$ cat src/rtl/iot_sensor_pkg.sv
// Shared types for the sensor-node power management blocks.
//   pwr_mode_t        : operating mode as seen by host and register block
//   pwr_gate_state_t  : sequencing state of pwr_gate_ctrl
//   is_deep_mode()    : true for modes that are entered via channel drain
package iot_sensor_pkg;

  typedef enum logic [1:0] {
    PWR_NORMAL = 2'd0,
    PWR_LOW    = 2'd1,
    PWR_SLEEP  = 2'd2,
    PWR_DEEP   = 2'd3
  } pwr_mode_t;

  typedef enum logic [1:0] {
    ST_RUN,
    ST_DRAIN,
    ST_LOWPWR,
    ST_WAKE
  } pwr_gate_state_t;

  function automatic logic is_deep_mode(input pwr_mode_t m);
    return (m == PWR_SLEEP) || (m == PWR_DEEP);
  endfunction

endpackage

$ cat src/rtl/pwr_idle_timer.sv
// Per-channel idle counter for LOW-mode gating.
//   clk_i, rst_i   : clock, synchronous active-high reset
//   active_i       : channel activity; clears the count
//   limit_i        : idle cycles tolerated before the channel may be gated
//   under_limit_o  : registered count is still below limit_i
// The count saturates at all-ones so a long-idle channel never wraps back
// into the "recently active" range.
module pwr_idle_timer #(
  parameter int unsigned IDLE_W = 8
) (
  input  logic              clk_i,
  input  logic              rst_i,
  input  logic              active_i,
  input  logic [IDLE_W-1:0] limit_i,
  output logic              under_limit_o
);

  logic [IDLE_W-1:0] cnt_q, cnt_d;

  always_comb begin
    cnt_d = cnt_q;
    if (active_i)          cnt_d = '0;
    else if (cnt_q != '1)  cnt_d = cnt_q + IDLE_W'(1);
  end

  always_ff @(posedge clk_i) begin
    if (rst_i) cnt_q <= '0;
    else       cnt_q <= cnt_d;
  end

  assign under_limit_o = (cnt_q < limit_i);

endmodule

$ cat src/rtl/pwr_gate_ctrl.sv
// System power / clock-gating controller for NUM_CH gated channels.
//   clk, rst               : clock, synchronous active-high reset
//   mode_req_valid/_ready  : mode request handshake; mode_req is pwr_mode_t
//   cur_mode               : currently applied mode
//   ch_active              : per-channel activity
//   ch_always_on           : channels never gated
//   ch_wake_en             : channels whose activity wakes SLEEP/DEEP
//   idle_limit             : LOW-mode idle cycles before gating
//   sleep_period           : SLEEP sample-pulse period (0 = no pulses)
//   ch_clk_en, sys_clk_en  : registered clock enables
//   wake_event             : pulse on activity-triggered wake
//   drain_timeout          : pulse when drain was forced after DRAIN_MAX
//   busy                   : high in DRAIN or WAKE
module pwr_gate_ctrl
  import iot_sensor_pkg::*;
#(
  parameter int unsigned NUM_CH    = 4,
  parameter int unsigned IDLE_W    = 8,
  parameter int unsigned TIMER_W   = 16,
  parameter int unsigned DRAIN_MAX = 255,
  parameter int unsigned WAKE_DLY  = 4
) (
  input  logic               clk,
  input  logic               rst,
  input  logic               mode_req_valid,
  input  logic [1:0]         mode_req,
  output logic               mode_req_ready,
  output logic [1:0]         cur_mode,
  input  logic [NUM_CH-1:0]  ch_active,
  input  logic [NUM_CH-1:0]  ch_always_on,
  input  logic [NUM_CH-1:0]  ch_wake_en,
  input  logic [IDLE_W-1:0]  idle_limit,
  input  logic [TIMER_W-1:0] sleep_period,
  output logic [NUM_CH-1:0]  ch_clk_en,
  output logic               sys_clk_en,
  output logic               wake_event,
  output logic               drain_timeout,
  output logic               busy
);

  localparam int unsigned DRAIN_W = $clog2(DRAIN_MAX + 1);
  localparam int unsigned WAKE_W  = (WAKE_DLY > 1) ? $clog2(WAKE_DLY) : 1;

  pwr_gate_state_t    state_q, state_d;
  pwr_mode_t          mode_q, mode_d, target_q, target_d;
  logic [DRAIN_W-1:0] drain_cnt_q, drain_cnt_d;
  logic [WAKE_W-1:0]  wake_cnt_q, wake_cnt_d;
  logic [TIMER_W-1:0] timer_q, timer_d;
  logic [NUM_CH-1:0]  ch_en_q, ch_en_d, under_limit;
  logic               sys_en_q, sys_en_d;
  logic               wake_ev_q, wake_ev_d, dto_q, dto_d;
  logic               req_fire, wake_hit, in_sleep, sample_pulse;
  pwr_mode_t          req_mode;

  for (genvar i = 0; i < NUM_CH; i++) begin : g_idle
    pwr_idle_timer #(.IDLE_W(IDLE_W)) u_idle (
      .clk_i         (clk),
      .rst_i         (rst),
      .active_i      (ch_active[i]),
      .limit_i       (idle_limit),
      .under_limit_o (under_limit[i])
    );
  end

  assign req_mode       = pwr_mode_t'(mode_req);
  assign mode_req_ready = (state_q == ST_RUN) || (state_q == ST_LOWPWR);
  assign req_fire       = mode_req_valid && mode_req_ready;
  assign wake_hit       = |(ch_active & ch_wake_en);
  assign in_sleep       = (state_q == ST_LOWPWR) && (mode_q == PWR_SLEEP);
  assign sample_pulse   = in_sleep && (sleep_period != '0) &&
                          (timer_q == sleep_period - TIMER_W'(1));

  // Timer is cleared whenever not sleeping, which covers SLEEP entry.
  always_comb begin
    timer_d = '0;
    if (in_sleep) begin
      if (sleep_period == '0) timer_d = timer_q;
      else if (sample_pulse)  timer_d = '0;
      else                    timer_d = timer_q + TIMER_W'(1);
    end
  end

  always_comb begin
    state_d     = state_q;
    mode_d      = mode_q;
    target_d    = target_q;
    drain_cnt_d = '0;
    wake_cnt_d  = '0;
    wake_ev_d   = 1'b0;
    dto_d       = 1'b0;
    case (state_q)
      ST_RUN: begin
        if (req_fire) begin
          if (is_deep_mode(req_mode)) begin
            target_d = req_mode;
            state_d  = ST_DRAIN;
          end else begin
            mode_d = req_mode;
          end
        end
      end
      ST_DRAIN: begin
        // Idle exit is tested first so it wins over a coincident timeout.
        if (ch_active == '0) begin
          state_d = ST_LOWPWR;
          mode_d  = target_q;
        end else if (drain_cnt_q == DRAIN_W'(DRAIN_MAX - 1)) begin
          dto_d   = 1'b1;
          state_d = ST_LOWPWR;
          mode_d  = target_q;
        end else begin
          drain_cnt_d = drain_cnt_q + DRAIN_W'(1);
        end
      end
      ST_LOWPWR: begin
        wake_ev_d = wake_hit;
        // A wake-up request sets the target; wake activity otherwise forces
        // a return to NORMAL, overriding a coincident SLEEP/DEEP request.
        if (req_fire && !is_deep_mode(req_mode)) begin
          target_d = req_mode;
          state_d  = ST_WAKE;
        end else if (wake_hit) begin
          target_d = PWR_NORMAL;
          state_d  = ST_WAKE;
        end else if (req_fire) begin
          mode_d = req_mode;
        end
      end
      ST_WAKE: begin
        if (wake_cnt_q == WAKE_W'(WAKE_DLY - 1)) begin
          state_d = ST_RUN;
          mode_d  = target_q;
        end else begin
          wake_cnt_d = wake_cnt_q + WAKE_W'(1);
        end
      end
      default: state_d = ST_RUN;
    endcase
  end

  always_comb begin
    ch_en_d  = '1;
    sys_en_d = 1'b1;
    if (mode_req_ready) begin
      case (mode_q)
        PWR_LOW:   ch_en_d = ch_active | under_limit;
        PWR_SLEEP: begin
          ch_en_d  = ch_active | {NUM_CH{sample_pulse}};
          sys_en_d = (|ch_active) || sample_pulse;
        end
        PWR_DEEP: begin
          ch_en_d  = ch_wake_en;
          sys_en_d = 1'b0;
        end
        default: ;
      endcase
    end
    ch_en_d = ch_en_d | ch_always_on;
  end

  always_ff @(posedge clk) begin
    if (rst) begin
      state_q     <= ST_RUN;
      mode_q      <= PWR_NORMAL;
      target_q    <= PWR_NORMAL;
      drain_cnt_q <= '0;
      wake_cnt_q  <= '0;
      timer_q     <= '0;
      ch_en_q     <= '1;
      sys_en_q    <= 1'b1;
      wake_ev_q   <= 1'b0;
      dto_q       <= 1'b0;
    end else begin
      state_q     <= state_d;
      mode_q      <= mode_d;
      target_q    <= target_d;
      drain_cnt_q <= drain_cnt_d;
      wake_cnt_q  <= wake_cnt_d;
      timer_q     <= timer_d;
      ch_en_q     <= ch_en_d;
      sys_en_q    <= sys_en_d;
      wake_ev_q   <= wake_ev_d;
      dto_q       <= dto_d;
    end
  end

  assign cur_mode      = mode_q;
  assign ch_clk_en     = ch_en_q;
  assign sys_clk_en    = sys_en_q;
  assign wake_event    = wake_ev_q;
  assign drain_timeout = dto_q;
  assign busy          = (state_q == ST_DRAIN) || (state_q == ST_WAKE);

endmodule
$ cat config.mk
export PLATFORM = sky130hd
export DESIGN_NAME = pwr_gate_ctrl
export DESIGN_NICKNAME = d
export VERILOG_FILES = /design/src/rtl/iot_sensor_pkg.sv /design/src/rtl/pwr_idle_timer.sv /design/src/rtl/pwr_gate_ctrl.sv
export SDC_FILE = /design/constraint.sdc
export NUM_CORES = 1
export LEC_CHECK = 0
export CAP_MARGIN = 0
export CORE_ASPECT_RATIO = 1.75
export CORE_UTILIZATION = 43
export DETAILED_ROUTE_END_ITERATION = 10
export DONT_BUFFER_PORTS = 1
export PLACE_DENSITY = 0.6
export SYNTH_ARGS = -nofsm -noshare
export SYNTH_HDL_FRONTEND = slang
export SYNTH_HIERARCHICAL = 1
export SYNTH_SLANG_ARGS = --single-unit
$ cat constraint.sdc
create_clock -name clk -period 2.2 [get_ports clk]
set_clock_uncertainty 0.15 [all_clocks]
set_input_delay 0.33 -clock clk [delete_from_list [all_inputs] [get_ports clk]]
set_output_delay 0.33 -clock clk [all_outputs]
set_load 0.01 [all_outputs]
==> results.md <==
* Setup TNS at 0 ns
* Hold path endpoint: g_idle[1].u_idle/cnt_q[0]
* Hold Vio Cnt, Final at 0
* Leakage power at approximately 2.3 nW
* Via count at 4334
* First-pass GRT wire length at 20000 um
* Hold depth at 3
* Worst Tran Pin Value at 0.699 ns
* Synth Net Count at approximately 650
* # setup viols final at 0
* Fill count at a little over 1000
* YS warnings at 6
* Buf/Inv on CP at 1
* Num rows at 50
* Clock network power share at 42.9%
* RePlAce Congestion at 0.826
* Die Wd at 81.2 um
* Worst-path cell chain: ha_2 -> nand4_1 -> or2_4 -> a2111oi_2 -> dlygate4sd3_1
* TritonCTS Buffers at 9
* HP Start: ch_active[1]
* CP top delay family: buffers and inverters
* Worst EP required at 2.33 ns
* Clock Pin Slew Worst Setup and Hold Paths at 0.06 ns
* Setup slack, reg-to-reg at 0.08 ns
* Worst-case reg-to-reg path depth at 5
* Sink Count at 71
* Crit. End Element: flop
* Worst skew pair latency at about 0.34 ns
* WS Path Type: flop to flop
* Mapped cell area at 4720 um2
* Largest net degree at the start of global routing at 21
* Deepest clock path buffer count at 2
* Clock H-tree levels at 3
* GRT Util Overall at a little under a quarter
* # diodes at 0
* Final Util at 51.6%
* DP HPWL at about 9800 um
* Slew Viols, Final at 0
* Fraction of registers with async set/reset at 0%
* Worst endpoint data arrival time at 2.25 ns
* Multi-input logic area at about 3100 um2
* Gr ovfl total at 0
* Seq pwr share at around 36%
* Slew headroom at 53.2%
* Critical path fanouts, max at 5
* Share of cells above drive strength 1 at 14.7%
* ANT nets after route at 0
* Worst Hold Slack at 0.0404 ns
* Core area at 10700 um2
* Final min period at 2.12 ns
* 1st-iter DRT viols at 189
* Layout area overhead at 16.9%
* WL per Instance at roughly 17 um
* Die height at 141 um
* NetSw at 1.15 mW
* Place WS at -0.192 ns
* Clock Tree Root: clkbuf_16
* Synth Instances at between 500 and 600
* Yosys reg bits at 71
* EDFF count, synth at 0
* Final nets at 686
* Post-Route WL at 12600 um
* Routed vias/inst at 5.90
* RSZ-0062 raised after global routing: false
* TritonCTS clock tree: yes
* Crit-path slowest cell: dlygate4sd3_1
* Commonest register cell after synthesis: dfxtp_1
* Vias in the first global route at between 4000 and 5000
* Peak Freq at 472 MHz
* Die area at 11400 um2
* DP Area at 5080 um2
* Setup ws final at 0.0824 ns
* Outcome: finished clean
* Sequential area share after synthesis at around 30%
* Avg Inst Size Synth at 8.33 um2
* Final Cycle Share at 96.3%
* Hold Crit Class: input port to flop
* IO Count at 52
* Critical Path Start Type: flop
* # port buffers at 0
* Initial Utilization at 44.1%
* Initial antenna violation count at 0
* Power Density at 723 nW/um2
* Logic pwr share at a little over a fifth
* RR Endpoint: g_idle[2].u_idle/cnt_q[5]
* Critical path's largest stage delay at 0.60 ns
* FF-to-FF Start: g_idle[2].u_idle/cnt_q[1]
* Initial DRT Pass Iterations at 4
* Residual DRC at 0
* Max cap viols at 0
* Pint at 2.84 mW
* Number of distinct library cells after synthesis at 60
* Net Sw Frac at 28.8%
* Peak VDD IR at 494 uV
* Finished Cell Area at 5520 um2
* Reg area at 1430 um2
power by group through the flow:
stage               registers, mW  clock network (mW)  logic [mW]
CTS                          1.44                1.73       0.816
global placement             1.47                   0       0.782
detailed placement           1.47                   0       0.799
global route                 1.46                1.79       0.937
floorplan                    1.46                   0       0.520
finish                       1.45                1.71       0.832
state kept, by name, indices dropped and copies added, names as in the netlist, 2 cells and up:
signal               count
target_q                 2
state_q                  2
timer_q                 16
wake_cnt_q               2
g_idle.u_idle/cnt_q     32
cur_mode                 2
drain_cnt_q              8
ch_clk_en                4
layout make-up:
type	count	area share, %
Clock buffer	10	4.33
Multi-Input combinational cell	438	56.7
Inverter	49	3.47
Sequential cell	71	25.9
Clock inverter	6	1.95
Timing Repair Buffer	31	4.71
Tap cell	130	2.95
stage by stage:
step	total power, mW	instances
2_1_floorplan	1.98	567
3_3_place_gp	2.25	713
3_5_place_dp	2.27	713
4_1_cts	4.00	735
5_1_grt	4.19	735
6_report	3.99	735
cells by family after synthesis:
| group | count (synthesis) | share of synthesized area (%) |
|---|---|---|
| buffers and inverters | 58 | 4.74 |
| multiplexers | 8 | 1.72 |
| adder cells (fa/ha/maj) | 45 | 11.9 |
| AO/OA/AOI/OAI | 121 | 17.7 |
| flip-flops | 71 | 30.1 |
| AND/OR/NAND/NOR | 224 | 26.4 |
| XOR/XNOR | 40 | 7.42 |
per-layer routing:
layer	track usage, %	vias up	part of all wire, %
li1	-	2140	-
met1	21.9	2069	36
met2	43.1	104	55
met3	6.99	21	6.6
met4	12.1	0	2.6
met5	0	-	0
worst min-delay path, delay by kind of cell:
family           cells  cell delay [ns]
AO/OA/AOI/OAI        2             0.12
AND/OR/NAND/NOR      1             0.03
synth_stat cells (all sizes together), types with 2 or more instances:
cell | instances | area, um2
a31oi | 24 | 150
xnor2 | 20 | 175
o21ai | 35 | 175
nand2b | 8 | 50.1
mux2i | 7 | 70.1
inv | 49 | 184
a211oi | 3 | 22.5
or4 | 7 | 52.6
ha | 45 | 563
nand3 | 22 | 110
nand3b | 2 | 15.0
o22a | 5 | 43.8
buf | 3 | 16.3
nor4b | 2 | 17.5
a211o | 4 | 35.0
or2 | 5 | 41.3
a21oi | 16 | 80.1
clkbuf | 6 | 23.8
a2111o | 4 | 45.0
o211ai | 3 | 22.5
nand2 | 45 | 169
a2111oi | 4 | 60.1
nor2b | 2 | 12.5
nor3 | 31 | 216
nor4 | 7 | 62.6
xor2 | 20 | 175
a32oi | 2 | 17.5
o311a | 4 | 40.0
o21bai | 5 | 37.5
and3 | 24 | 155
dfxtp | 71 | 1420
nand4 | 20 | 125
nor2 | 42 | 158
a21o | 2 | 15.0
what timing repair did:
item,CTS,global route
setup endpoints to repair,0,26
hold buffers,6,0
resized for setup,0,11
buffers inserted,0,0
hold endpoints to repair,14,0
placed cells by master, fill, tap and decap left out, drive strengths merged, types with 6 or more instances in the layout:
master / netlist / routed
a21oi: 16 / 16
a31oi: 24 / 24
and3: 24 / 24
buf: 3 / 25
clkbuf: 6 / 10
dfxtp: 71 / 71
dlygate4sd3: 0 / 6
ha: 45 / 45
inv: 49 / 49
mux2i: 7 / 7
nand2: 45 / 45
nand2b: 8 / 8
nand3: 22 / 22
nand4: 20 / 20
nor2: 42 / 42
nor3: 31 / 31
nor4: 7 / 7
o21ai: 35 / 35
or4: 7 / 7
xnor2: 20 / 20
xor2: 20 / 20
how the worst max path moves through the flow:
stage	startpoint	endpoint	slack, ns	depth (start not counted)
floorplan	sleep_period[1]	sys_clk_en	0.002	8
global placement	sleep_period[1]	sys_clk_en	-0.13	8
detailed placement	sleep_period[1]	ch_clk_en[2]	-0.19	9
CTS	timer_q[6]	sys_clk_en	0.05	6
global route	g_idle[3].u_idle/cnt_q[0]	g_idle[3].u_idle/cnt_q[5]	0.009	5
finish	g_idle[2].u_idle/cnt_q[1]	g_idle[2].u_idle/cnt_q[5]	0.08	5
(Power assumes the default switching activity.)
